**src/rtl/sec_timer_pkg.sv**
```systemverilog
// Shared constants and helpers for the seconds timekeeper and its prescaler.
// Imported by sec_timer and sec_timer_tick_gen.
package sec_timer_pkg;

    typedef enum logic [1:0] {
        ST_IDLE  = 2'd0,
        ST_RUN   = 2'd1,
        ST_PAUSE = 2'd2,
        ST_DONE  = 2'd3
    } state_t;

    // Board clock is 100 MHz, so one count step per second.
    localparam int DEF_TICK_DIV = 100_000_000;
    localparam int DEF_MAX_VAL  = 59;
    localparam int DIG_W        = 6;

    function automatic logic [DIG_W-1:0] clamp_dig(input logic [DIG_W-1:0] v,
                                                   input logic [DIG_W-1:0] max_v);
        return (v > max_v) ? max_v : v;
    endfunction

endpackage

```
**src/rtl/sec_timer_tick_gen.sv**
```systemverilog
// Free-running prescaler with enable and synchronous clear.
// Emits a one-cycle step strobe on the cycle it wraps from DIV-1 back to 0.
module sec_timer_tick_gen
    import sec_timer_pkg::*;
#(
    parameter int DIV = DEF_TICK_DIV
) (
    input  logic clk,
    input  logic nrst,
    input  logic en,
    input  logic clr,
    output logic step
);

    localparam int CNT_W = (DIV > 1) ? $clog2(DIV) : 1;
    localparam logic [CNT_W-1:0] LAST = CNT_W'(DIV - 1);

    logic [CNT_W-1:0] cnt;

    // Strobe is combinational so the parent can register it alongside its own update.
    assign step = en && (cnt == LAST);

    always_ff @(posedge clk) begin
        if (!nrst) begin
            cnt <= '0;
        end else if (clr) begin
            cnt <= '0;
        end else if (en) begin
            cnt <= step ? '0 : cnt + 1'b1;
        end
    end

endmodule

```
**src/rtl/sec_timer.sv**
```systemverilog
// Seconds timekeeper: stopwatch (up, wraps MAX_VAL->0) or countdown timer (down, stops at 0).
// dig feeds the two-digit segment decoder; tick/wrap/done are one-cycle registered pulses.
module sec_timer
    import sec_timer_pkg::*;
#(
    parameter int TICK_DIV = DEF_TICK_DIV,
    parameter int MAX_VAL  = DEF_MAX_VAL
) (
    input  logic             clk,
    input  logic             nrst,
    input  logic             start_stop,
    input  logic             clr,
    input  logic             load,
    input  logic [DIG_W-1:0] load_val,
    input  logic             dir,
    output logic [DIG_W-1:0] dig,
    output logic             running,
    output logic             tick,
    output logic             wrap,
    output logic             done
);

    localparam logic [DIG_W-1:0] MAX_DIG = DIG_W'(MAX_VAL);

    state_t           state;
    state_t           state_nx;
    logic [DIG_W-1:0] dig_nx;
    logic             tick_nx;
    logic             wrap_nx;
    logic             done_nx;
    logic             psc_en;
    logic             psc_clr;
    logic             step;

    // The prescaler only advances on cycles where no control pulse overrides the step.
    assign psc_en  = (state == ST_RUN) && !clr && !load && !start_stop;
    assign psc_clr = clr || load ||
                     (start_stop && ((state == ST_IDLE) || (state == ST_PAUSE)));

    sec_timer_tick_gen #(
        .DIV (TICK_DIV)
    ) u_tick (
        .clk  (clk),
        .nrst (nrst),
        .en   (psc_en),
        .clr  (psc_clr),
        .step (step)
    );

    always_comb begin
        state_nx = state;
        dig_nx   = dig;
        tick_nx  = 1'b0;
        wrap_nx  = 1'b0;
        done_nx  = 1'b0;

        if (clr) begin
            state_nx = ST_IDLE;
            dig_nx   = '0;
        end else if (load) begin
            state_nx = ST_IDLE;
            dig_nx   = clamp_dig(load_val, MAX_DIG);
        end else if (start_stop) begin
            case (state)
                ST_IDLE: begin
                    // Countdown from zero has nothing to count: finish immediately.
                    if (dir && (dig == '0)) begin
                        state_nx = ST_DONE;
                        done_nx  = 1'b1;
                    end else begin
                        state_nx = ST_RUN;
                    end
                end
                ST_PAUSE: state_nx = ST_RUN;
                ST_RUN:   state_nx = ST_PAUSE;
                default:  state_nx = state;
            endcase
        end else if (step) begin
            if (!dir) begin
                tick_nx = 1'b1;
                if (dig >= MAX_DIG) begin
                    dig_nx  = '0;
                    wrap_nx = 1'b1;
                end else begin
                    dig_nx = dig + DIG_W'(1);
                end
            end else if (dig > DIG_W'(1)) begin
                dig_nx  = dig - DIG_W'(1);
                tick_nx = 1'b1;
            end else if (dig == DIG_W'(1)) begin
                dig_nx   = '0;
                tick_nx  = 1'b1;
                done_nx  = 1'b1;
                state_nx = ST_DONE;
            end else begin
                // Direction flipped to down while sitting at 0: nothing changes, timer ends.
                done_nx  = 1'b1;
                state_nx = ST_DONE;
            end
        end
    end

    always_ff @(posedge clk) begin
        if (!nrst) begin
            state   <= ST_IDLE;
            dig     <= '0;
            running <= 1'b0;
            tick    <= 1'b0;
            wrap    <= 1'b0;
            done    <= 1'b0;
        end else begin
            state   <= state_nx;
            dig     <= dig_nx;
            running <= (state_nx == ST_RUN);
            tick    <= tick_nx;
            wrap    <= wrap_nx;
            done    <= done_nx;
        end
    end

endmodule

```
**config.mk**
```make
export PLATFORM = sky130hd
export DESIGN_NAME = sec_timer
export DESIGN_NICKNAME = d
export VERILOG_FILES = /design/src/rtl/sec_timer_pkg.sv /design/src/rtl/sec_timer_tick_gen.sv /design/src/rtl/sec_timer.sv
export SDC_FILE = /design/constraint.sdc
export NUM_CORES = 1
export LEC_CHECK = 0
export BUFFER_PORTS_ARGS = -buffer_cell sky130_fd_sc_hd__buf_2
export CAP_MARGIN = 40
export CORE_MARGIN = 10
export CORE_UTILIZATION = 55
export CTS_CLUSTER_SIZE = 24
export DETAILED_ROUTE_END_ITERATION = 10
export GPL_TIMING_DRIVEN = 0
export HOLD_SLACK_MARGIN = 0.12
export PLACE_DENSITY = 0.75
export SYNTH_ARGS = -nofsm -noshare
export SYNTH_HDL_FRONTEND = slang
export SYNTH_SLANG_ARGS = --single-unit
export TNS_END_PERCENT = 5
```
**constraint.sdc**
```tcl
create_clock -name clk -period 2.2 [get_ports clk]
set_input_delay 0.11 -clock clk [delete_from_list [all_inputs] [get_ports clk]]
set_output_delay 0.11 -clock clk [all_outputs]
set_load 0.1 [all_outputs]
```
==> metrics.cfg <==
[pwr]
p_int_w=0.00102
switching_share=0.266
cellLeakagePower_nw=0.920
combPwrFrac=0.111
netSwitchingPower_w=0.000369
peakVddDrop_v=0.000364
p_clk_frac=0.372
power_w=0.00139
pwr-share-seq=0.517
p_per_area_nw_per_um2=530

[die]
dieWidth_um=83.8
die_area_um2=7030
core_um2=3970
initial_utilization=0.564
die_h_um=83.8
ioPinCount=22
row_count=23

[yosys]
syn_nets=289
yosysMostFrequentCell=nor2_1
synth_area_leader_cell=dfxtp_1
ys.flop_type=dfxtp_1
synth.distinct_cells=46
yosys_warnings=0
synth_top_area_share=0.348
synth_edf_count=0
ys_seq_elements=39
ys_seq_area_frac=0.348
avgSynthCellArea_um2=8.24
synth_common_cells=43 x nor2_1, 39 x dfxtp_1, 20 x nand2_1
ys_top_cells_by_area=dfxtp_1 35%, nor2_1 7.2%, xor2_1 5.9%, nand4_1 4.2%, xnor2_1 3.5%
synthArstFlopShare=0
synth_cells=272
synthesis.area_um2=2240

[routing]
wirelength_um=5660
vias_per_cell=6.14
vias=2211
drt-wirelength-per-cell_um=15.7
drc=0
detail-route-antenna-nets=0
firstDrtPassIters=5
drtIter0Drc=192

[critical_path]
cp-end-kind=flop
required_ns=2.39
cp_data_arrival_time_ns=2.35
critical_path.top_delay_family=simple AND/OR/NAND/NOR gates
crit-reg2reg-launch=u_tick.cnt[0]$_SDFFE_PP0P_
slowest_delay_ns=0.60
critPathLaunchType=flop
cp-startpoint=u_tick.cnt[0]$_SDFFE_PP0P_
path_cells=ha_2, and4bb_2, nand4_4, or4_4, a32o_1, a21o_1
crit_slowest_cell=or4_4
worstSetupPathType=reg2reg
path_max_fanout=6
path_buf_inv=0

[global_routing]
grt_remaining_overflow=0
grt_pass1_wl_um=9370
antenna_found_initial=0
first_global_vias=2027
grt_use_total=0.155
grt_max_degree=13

[timing]
grt_setup_unrepaired=true
setup_viol=0
drv_slew=0
period_minus_slack_ns=2.16
max_clock_freq_ghz=0.463
timing.slew.headroom=0.583
holdWs_ns=0.134
worst_pin_slew_ns=0.620
hold_viol=0
fin_crit_sh=0.981
clock_skew_ns=0.00254

[worst_hold_path]
hp-start=load
worst_hold_path_type=in2reg

[placed_design]
gp_congestion=0.907
post_dp_cell_area_um2=2420
port_buffers=21
hpwlAfterDp_um=4030

[layout]
area_growth_pct=16.8
layout.nets=326
antenna_cells=0
drive_gt1_frac=0.177
fin_area_um2=2620
finish.utilization=0.659

[status]
status=finished, final reports clean

[clock_network]
root_buffer=clkbuf_8
max-clock-path-buffers=2
ctsHtreeMaxLevel=2
cts_buffers=5
path_clk_slew_ns=0.08
cts_tree=done
clock_sinks=39
clk_latency_ns=0.29

[job]
drv_cap=0

## layer usage
layer	up-vias	share of wire	routed length, um	track usage
met2	80	0.45	2540	0.244
met1	1049	0.46	2600	0.196
met5	-	0	0	0
met4	0	0.019	109	0.0548
li1	1066	-	-	-
met3	16	0.071	401	0.0449
## sequential cells by signal, summed over array words and instances, names as in the netlist
register	cells
u_tick.cnt	27
done	1
dig	6
running	1
state	2
tick	1
wrap	1
## worst paths after layout
check / to / slack (ns) / depth (start not counted)
min: dig[4]$_SDFFE_PP0P_ / 0.13 / 3
min reg2reg: u_tick.cnt[1]$_SDFFE_PP0P_ / 0.49 / 2
max reg2reg: dig[3]$_SDFFE_PP0P_ / 0.04 / 6
max: dig[3]$_SDFFE_PP0P_ / 0.04 / 6
## cell usage in the layout (no fill, tap or decap), drive strengths merged, types with 6 or more instances in the layout
master	synthesis	routed
xnor2	9	9
a21oi	6	6
o21ai	6	6
xor2	15	15
buf	3	28
nor3	7	7
dfxtp	39	39
clkbuf	5	12
and2	6	6
inv	8	8
nor2	43	43
nand2	20	20
nand4	16	16
nand3	13	13
nor4	7	7
and3	7	7
## area by class of cell
class | count | area (um2)
clock buffers | 7 | 86.3
flip-flops and latches | 39 | 796
multi-input cells | 217 | 1410
clock inverters | 1 | 8.76
well taps | 50 | 62.6
inverters | 8 | 30.0
plain buffers | 8 | 38.8
fillers | 347 | 1350
repair buffers | 30 | 185
## per-stage QoR
stage,TNS (ns),worst slack [ns],cells
6_report,0,0.0421,360
5_1_grt,-0.257,-0.0196,360
4_1_cts,0,0.00399,356
3_5_place_dp,-1.14,-0.0647,343
3_3_place_gp,-1.09,-0.0624,343
2_1_floorplan,0,0.153,272
## repair_timing
item                                    in CTS  in global routing
hold endpoints to repair                     5                  0
endpoints found under the setup margin      21                 27
resized for setup                            6                  2
hold buffers                                 5                  0
cloned                                       0                  0
setup buffers                                0                  4
## logic make-up (layout without fill, tap and decap cells)
logic type      count (synthesis)  in the layout  synth area share
buf+inv                        16             54            0.0285
compound gates                 35             35             0.108
simple gates                  151            151             0.384
fa+ha+maj                       5              5            0.0279
mux                             2              2           0.00893
xor+xnor                       24             24            0.0938
flops                          39             39             0.348
## tightest hold or removal path: stages
cell and delay (ns):
buf_2 0.14, nand2_1 0.07, a31oi_1 0.06
## power groups by stage
stage / clock network [W] / registers [W] / logic [W]
2_1_floorplan: 0 / 0.000767 / 0.0000655
3_3_place_gp: 0 / 0.000733 / 0.000139
3_5_place_dp: 0 / 0.000733 / 0.000140
4_1_cts: 0.000524 / 0.000716 / 0.000147
5_1_grt: 0.000549 / 0.000718 / 0.000165
6_report: 0.000515 / 0.000717 / 0.000154
No activity file was read; power rests on OpenSTA's default activity.
